<file path="src/rtl/axis_lrelu_user_sequencer.sv">
// axis_lrelu_user_sequencer
//   Sits between the conv-core output stream and axis_lrelu_engine. Per layer it
//   accepts one descriptor, then tags each beat with the LReLU/maxpool tuser
//   fields: first the engine config beats, then the raster data beats. tdata is
//   a zero-latency pass-through; only tuser, tlast and handshake gating are
//   generated here.
// Ports:
//   aclk, areset           clock, synchronous active-high reset
//   cfg_*                  layer descriptor (valid/ready handshake, accepted in IDLE only)
//   s_axis_*               conv-core output stream (tlast is checked, never forwarded)
//   m_axis_*               stream to the engine with generated tuser/tlast
//   busy                   state is not IDLE
//   err_last               sticky: upstream tlast disagreed with generated tlast
module axis_lrelu_user_sequencer #(
    parameter int unsigned DATA_WIDTH        = 256,
    parameter int unsigned BITS_CONV_CORE    = 3,
    parameter int unsigned DIM_BITS          = 10,
    parameter int unsigned PASS_BITS         = 8,
    parameter int unsigned CONFIG_BEATS_3X3  = 21,
    parameter int unsigned CONFIG_BEATS_1X1  = 13,
    parameter int unsigned TUSER_WIDTH_LRELU = BITS_CONV_CORE + 8
) (
    input  logic                         aclk,
    input  logic                         areset,
    input  logic                         cfg_valid,
    output logic                         cfg_ready,
    input  logic                         cfg_is_3x3,
    input  logic                         cfg_lrelu,
    input  logic                         cfg_maxpool,
    input  logic [DIM_BITS-1:0]          cfg_h_1,
    input  logic [DIM_BITS-1:0]          cfg_w_1,
    input  logic [PASS_BITS-1:0]         cfg_passes_1,
    input  logic                         s_axis_tvalid,
    output logic                         s_axis_tready,
    input  logic [DATA_WIDTH-1:0]        s_axis_tdata,
    input  logic [BITS_CONV_CORE-1:0]    s_axis_tuser,
    input  logic                         s_axis_tlast,
    output logic                         m_axis_tvalid,
    input  logic                         m_axis_tready,
    output logic [DATA_WIDTH-1:0]        m_axis_tdata,
    output logic [TUSER_WIDTH_LRELU-1:0] m_axis_tuser,
    output logic                         m_axis_tlast,
    output logic                         busy,
    output logic                         err_last
);

    localparam int unsigned CfgMax =
        (CONFIG_BEATS_3X3 > CONFIG_BEATS_1X1) ? CONFIG_BEATS_3X3 : CONFIG_BEATS_1X1;
    localparam int unsigned CfgCntW = (CfgMax > 1) ? $clog2(CfgMax) : 1;

    typedef enum logic [1:0] {StIdle, StConfig, StData} state_e;

    state_e                 state_q, state_d;
    logic [CfgCntW-1:0]     cfg_cnt_q, cfg_cnt_d;
    logic [DIM_BITS-1:0]    row_q, row_d, col_q, col_d;
    logic [PASS_BITS-1:0]   pass_q, pass_d;
    logic                   is_3x3_q, lrelu_q, maxpool_q;
    logic [DIM_BITS-1:0]    h_1_q, w_1_q;
    logic [PASS_BITS-1:0]   passes_1_q;
    logic                   err_last_q, err_last_d;

    logic cfg_hs, out_hs;
    logic row_last, col_last;
    logic [7:0] flags;

    assign busy          = (state_q != StIdle);
    assign cfg_ready     = (state_q == StIdle) && !areset;
    assign cfg_hs        = cfg_valid && cfg_ready;
    assign m_axis_tvalid = s_axis_tvalid && busy;
    assign s_axis_tready = m_axis_tready && busy;
    assign out_hs        = m_axis_tvalid && m_axis_tready;
    assign m_axis_tdata  = s_axis_tdata;
    assign err_last      = err_last_q;

    assign row_last = (row_q == h_1_q);
    assign col_last = (col_q == w_1_q);

    assign m_axis_tlast = (state_q == StData) && row_last && col_last && (pass_q == passes_1_q);

    // Upper tuser byte; only is_3x3 is meaningful during config beats.
    always_comb begin
        flags = 8'd0;
        if (state_q == StConfig) begin
            flags[0] = is_3x3_q;
        end else if (state_q == StData) begin
            flags[0] = is_3x3_q;
            flags[1] = maxpool_q && row_q[0] && col_q[0];
            flags[2] = maxpool_q && !(row_q[0] && col_q[0]);
            flags[3] = lrelu_q;
            flags[4] = (row_q == '0);
            flags[5] = row_last;
            flags[6] = (col_q == '0);
            flags[7] = col_last;
        end
    end

    assign m_axis_tuser = {flags, s_axis_tuser};

    always_comb begin
        state_d    = state_q;
        cfg_cnt_d  = cfg_cnt_q;
        row_d      = row_q;
        col_d      = col_q;
        pass_d     = pass_q;
        err_last_d = err_last_q;

        if (out_hs && (s_axis_tlast != m_axis_tlast)) begin
            err_last_d = 1'b1;
        end

        unique case (state_q)
            StIdle: begin
                if (cfg_hs) begin
                    state_d   = StConfig;
                    cfg_cnt_d = cfg_is_3x3 ? CfgCntW'(CONFIG_BEATS_3X3 - 1)
                                           : CfgCntW'(CONFIG_BEATS_1X1 - 1);
                    row_d     = '0;
                    col_d     = '0;
                    pass_d    = '0;
                end
            end
            StConfig: begin
                if (out_hs) begin
                    if (cfg_cnt_q == '0) begin
                        state_d = StData;
                    end else begin
                        cfg_cnt_d = cfg_cnt_q - 1'b1;
                    end
                end
            end
            StData: begin
                if (out_hs) begin
                    if (m_axis_tlast) begin
                        state_d = StIdle;
                    end
                    if (col_last) begin
                        col_d = '0;
                        if (row_last) begin
                            row_d  = '0;
                            pass_d = pass_q + 1'b1;
                        end else begin
                            row_d = row_q + 1'b1;
                        end
                    end else begin
                        col_d = col_q + 1'b1;
                    end
                end
            end
            default: state_d = StIdle;
        endcase
    end

    always_ff @(posedge aclk) begin
        if (areset) begin
            state_q    <= StIdle;
            cfg_cnt_q  <= '0;
            row_q      <= '0;
            col_q      <= '0;
            pass_q     <= '0;
            is_3x3_q   <= 1'b0;
            lrelu_q    <= 1'b0;
            maxpool_q  <= 1'b0;
            h_1_q      <= '0;
            w_1_q      <= '0;
            passes_1_q <= '0;
            err_last_q <= 1'b0;
        end else begin
            state_q    <= state_d;
            cfg_cnt_q  <= cfg_cnt_d;
            row_q      <= row_d;
            col_q      <= col_d;
            pass_q     <= pass_d;
            err_last_q <= err_last_d;
            if (cfg_hs) begin
                is_3x3_q   <= cfg_is_3x3;
                lrelu_q    <= cfg_lrelu;
                maxpool_q  <= cfg_maxpool;
                h_1_q      <= cfg_h_1;
                w_1_q      <= cfg_w_1;
                passes_1_q <= cfg_passes_1;
            end
        end
    end

endmodule

</file>
<file path="config.mk">
export PLATFORM = sky130hd
export DESIGN_NAME = axis_lrelu_user_sequencer
export DESIGN_NICKNAME = d
export VERILOG_FILES = /design/src/rtl/axis_lrelu_user_sequencer.sv
export SDC_FILE = /design/constraint.sdc
export NUM_CORES = 1
export LEC_CHECK = 0
export ABC_AREA = 1
export CORE_AREA = 2 2 220 222
export DETAILED_ROUTE_END_ITERATION = 12
export DIE_AREA = 0 0 222 224
export GPL_ROUTABILITY_DRIVEN = 0
export PLACE_DENSITY = 0.48
export SETUP_SLACK_MARGIN = 0.15
export SYNTH_ARGS = -nofsm -noshare
export SYNTH_HDL_FRONTEND = slang
export SYNTH_SLANG_ARGS = --single-unit
</file>
<file path="constraint.sdc">
create_clock -name aclk -period 2.2 [get_ports aclk]
set_clock_uncertainty 0.05 [all_clocks]
set_input_delay 0.44 -clock aclk [delete_from_list [all_inputs] [get_ports aclk]]
set_output_delay 0.44 -clock aclk [all_outputs]
set_load 0.02 [all_outputs]
</file>
## Word level (Yosys, flattened, before mapping)

Cells that the tools add are included.

- Add/sub/neg operators: 4
- Eq/ne operators: 14
- Muxes and demuxes: 27
- Reduce and logical (&&, ||, !) cells: 27

Operator list:

| kind | number |
|---|---|
| 10-bit two-way mux | 6 |
| 8-bit two-way mux | 5 |
| 10-bit case mux with 2 select lines | 2 |
| 10-bit by 1-bit adder with 10-bit output, second input constant | 2 |
| 10-bit == test | 2 |
| 10-bit logical NOT | 2 |
| 5-bit two-way mux | 4 |
| 8-bit case mux with 2 select lines | 1 |
| 2-bit inequality test, second input constant | 7 |
| 1-bit logical AND | 13 |
| 2-bit two-way mux | 5 |
| 5-bit case mux with 2 select lines | 1 |
| 5-bit AND reduction | 2 |
| 8-bit by 1-bit adder with 8-bit output, second input constant | 1 |
| 8-bit == test | 1 |
| 4-bit AND reduction | 2 |
| 7-bit two-way mux | 1 |
| 2-bit case mux with 3 select lines | 1 |
| 2-bit nonzero test | 3 |
| 5-bit logical NOT | 1 |
| 5-bit by 1-bit subtractor with 5-bit output, second input constant | 1 |
| 3-bit AND reduction | 1 |
| 2-bit by 1-bit == test with 1-bit output, second input constant | 1 |
| 2-bit == test, second input constant | 1 |
| other kinds (5) | 6 |

- Register bits after elaboration: 67
- Output and inout bits: 273

## Longest topological paths before layout

- Depth in word-level cells: 7
- Gate-level depth with buffers: 13

## Worst setup path before layout

OpenSTA, ideal clock, no wires.

- Kind: register to output
- From: reg state_q[1]
- To: out m_axis_tlast
- Arrival time: 1751 ps
- Required time: 1710 ps
- Path slack: -41 ps
- Stages on the path, launching flop included: 7
- Cells stage by stage: dfxtp_1 > inv_1 > nor2_4 > inv_1 > nor3_1 > nand2_1 > inv_1

- Longest elaborated chain between the ends: 4

Ends and longest elaborated chain:

| what | RTL line | RTL |
|---|---|---|
| start: declaration | 53 | `state_e state_q, state_d;` |
| start signal: assignment | 155 | `state_q <= StIdle;` |
| start signal: assignment | 168 | `state_q <= state_d;` |
| 2-bit == test | 78 | `assign m_axis_tlast = (state_q == StData) && row_last && col_last && (pass_q == passes_1_q);` |
| 1-bit logical AND (3 in series) | 78 |  |
| end: declaration | 42 | `output logic m_axis_tlast,` |

No other way between the ends.

## Final worst setup path

- From: reg row_q[3]
- To: out m_axis_tlast

- Longest elaborated chain between the ends: 4

Ends and longest elaborated chain:

| what | RTL line | RTL |
|---|---|---|
| start: declaration | 55 | `logic [DIM_BITS-1:0] row_q, row_d, col_q, col_d;` |
| start signal: assignment | 170 | `row_q <= row_d;` |
| 10-bit == test | 75 | `assign row_last = (row_q == h_1_q);` |
| 1-bit logical AND (3 in series) | 78 |  |

No other way between the ends.

==> flow_summary_export.csv <==
group,metric,value,unit
timing,finalHoldViolCount,0,
hold_path,hold_class,"flip-flop to flip-flop",
yosys,synth_edf_count,0,
yosys,synthTopCellsByCount,"buf_4, nand2_1, dfxtp_1, inv_1, nor2_1",
floorplanning,ios,569,
yosys,ys.flop_type,"dfxtp_1",
final_layout,drive_above_1_share,28.80,%
power_and_ir_drop,total_power,5076,uW
detailed_routing,viasPerCell,3.154,
clocking,clock_sinks,67,
detailed_routing,drtAntennaViolNets,0,
final_layout,antenna-diode-count,0,
yosys,synth.top_cells.by_area,"buf_4, dfxtp_1, nand2_1",
yosys,ys_warn_count,0,
yosys,ys_ff_latch,67,
clocking,clkTransAtPathRegs,0.06,ns
timing,fin_crit,2.107,ns
detailed_routing,dr.first_iter.drc_count,235,
yosys,synth_cell_types,31,
floorplanning,core,47350,um^2
power_and_ir_drop,power.density,844.2,nW/um^2
timing,max_freq,0.4747,GHz
global_routing,grt_max_degree,24,
global_routing,grt_first_pass_wirelength,25790,um
power_and_ir_drop,ir_drop,0.3724,mV
worst_setup_path,cp.required,1.71,ns
yosys,syn-instance-count,789,
yosys,synthMuxAreaShare,0,%
floorplanning,num_rows,80,
clocking,clk_latency,0.34,ns
worst_setup_path,crit_arrival,1.62,ns
worst_setup_path,crit_type,"flip-flop to output pin",
worst_setup_path,crit_fanout,2,
timing,relSlewSlack,74.20,%
timing,drv_slew,0,
yosys,synthAdderAreaFrac,1.611,%
global_routing,grt_usage,6.974,%
clocking,clockBufferDepth,2,
detailed_routing,drtPass1Iterations,5,
yosys,synth_top_family_by_area,"buffers and inverters",
placement,port_buffers,50,
placement,hpwl,14100,um
detailed_routing,num_vias,4097,
yosys,synth_area,5436,um^2
worst_setup_path,worstSetupStartpointType,"flip-flop",
clocking,cts_hold_buf,0,
timing,grt_setup_unrepaired,"true",
clocking,cts_htree_levels,3,
global_routing,grt_pass1_vias,4241,
timing,setup-tns-final,0,ns
yosys,synth-seq-area-share,24.67,%
floorplanning,die_area,49730,um^2
detailed_routing,drcViolationCount,0,
global_routing,grt_remaining_overflow,0,
yosys,synth_area_leader_cell,"buf_4",
yosys,avgSynthCellArea,6.890,um^2
global_routing,antenna_found_initial,1,
yosys,synth.net_count,1092,
worst_setup_path,endpoint_kind,"output pin",
detailed_routing,detail_route.wl_per_cell,13.56,um
floorplanning,die_h,224,um
floorplanning,start_util,11.48,%
yosys,synthArstFlopShare,0,%
worst_setup_path,slowest_stage,"dfxtp_1",
outcome,status,"finished clean",
yosys,synth_xor_xnor_area_share,3.061,%
floorplanning,fp.dieW,222,um
yosys,synth_top_area_share,35.90,%
worst_setup_path,cp_cell_sequence,"xnor2_1 -> nand2_1 -> nor2_2 -> nand3_2 -> nor2_2 -> buf_6 -> nand2_4 -> inv_2 -> buf_6",
timing,timing.final.crit_share,95.75,%
worst_setup_path,critical-path-top-delay-family,"simple AND/OR/NAND/NOR gates",
yosys,synth_compound_area_share,6.490,%
timing,setup_viol,0,
final_layout,area_delta_synth_final,10.59,%
timing,holdWs,0.4053,ns
clocking,cts-root-buf,"clkbuf_16",
yosys,synthSimpleGateAreaFrac,22.49,%
run,drv_cap,0,
clocking,cts_tree,"yes",
detailed_routing,drt-total-wl,17620,um
final_layout,final_util,12.70,%
worst_setup_path,worst-path-buf-inv,3,
timing,tightestPinTransition,0.3835,ns
final_layout,fin_nets,982,
power_and_ir_drop,leakage,0.002411,uW
clocking,cts_buffers,9,
worst_setup_path,critical_path.max_stage_delay,0.38,ns
yosys,yosysMostFrequentCell,"buf_4",
through the flow:
stage,cells,setup WS (ns),cell area (um^2)
floorplan,789,0.1731,5448
global route,1299,-0.04241,6012
CTS,1294,0.03107,5867
finish,1299,0.09349,6012
detailed placement,1275,-0.1077,5461
global placement,1275,-0.1396,5461
final cells by class:
class	instances	area (um^2)
clock buffers	10	239.0
clock inverters	6	63.81
fillers	5448	41330
inverters	71	271.5
multi-input cells	381	1977
flip-flops and latches	67	1368
well taps	615	769.5
repair buffers	149	1324
logic make-up after synthesis:
| family | after synthesis |
|---|---|
| flip-flops | 67 |
| XOR/XNOR | 19 |
| adder cells (fa/ha/maj) | 7 |
| AND/OR/NAND/NOR | 289 |
| AO/OA/AOI/OAI | 66 |
| buffers and inverters | 341 |
flip-flops by register name, indices dropped and copies added, names as in the netlist:
register / count
col_q: 10
h_1_q: 10
row_q: 10
w_1_q: 10
pass_q: 8
passes_1_q: 8
cfg_cnt_q: 5
state_q: 2
err_last: 1
is_3x3_q: 1
lrelu_q: 1
maxpool_q: 1
placed cells by master (no fill, tap or decap), types with 9 or more instances in the layout:
cell / count
clkbuf_16: 9
xor2_1: 10
nor2_2: 12
buf_4: 90
xnor2_1: 9
inv_2: 12
clkdlybuf4s50_1: 36
nand3_1: 28
dfxtp_2: 18
buf_6: 10
dfxtp_1: 48
nor2_1: 37
a21oi_1: 20
inv_1: 57
nand2_1: 169
o21ai_0: 35
final timing paths:
| path | from | to | slack (ns) | cells past startpoint |
|---|---|---|---|---|
| hold reg to reg | err_last | err_last | 0.41 | 2 |
| setup reg to reg | state_q[1] | col_q[7] | 0.30 | 12 |
| setup / recovery | row_q[3] | m_axis_tlast | 0.09 | 9 |
| hold / removal | err_last | err_last | 0.41 | 2 |
metal layers:
layer  GRT usage [%]  part of all wire, %
met1           7.298                   38
met2           11.16                   45
met3           3.568                   11
met4           4.185                  5.4
met5          0.5865                 0.21
worst register-to-register path, cell delays in order (launching register included):
cell	delay [ns]
dfxtp_2	0.32
inv_1	0.09
nor2_4	0.05
buf_4	0.13
buf_8	0.11
buf_4	0.17
a22oi_2	0.19
nand2_2	0.14
inv_4	0.08
buf_4	0.15
nand2_1	0.07
o21ai_0	0.15
and3_1	0.16
power by group:
group          switching [uW]  internal, uW  leakage (uW)  total (uW)
clock                     574           908      0.000145        1480
sequential                104          1390      0.000556        1490
combinational            1160           935       0.00171        2100
timing repair:
action,in CTS,in global routing
cloned,0,0
gates resized for setup,73,45
pin swaps,9,14
buffers inserted,3,5
hold endpoints to repair,0,0
endpoints found under the setup margin,13,22
No activity file was read; power rests on OpenSTA's default activity.
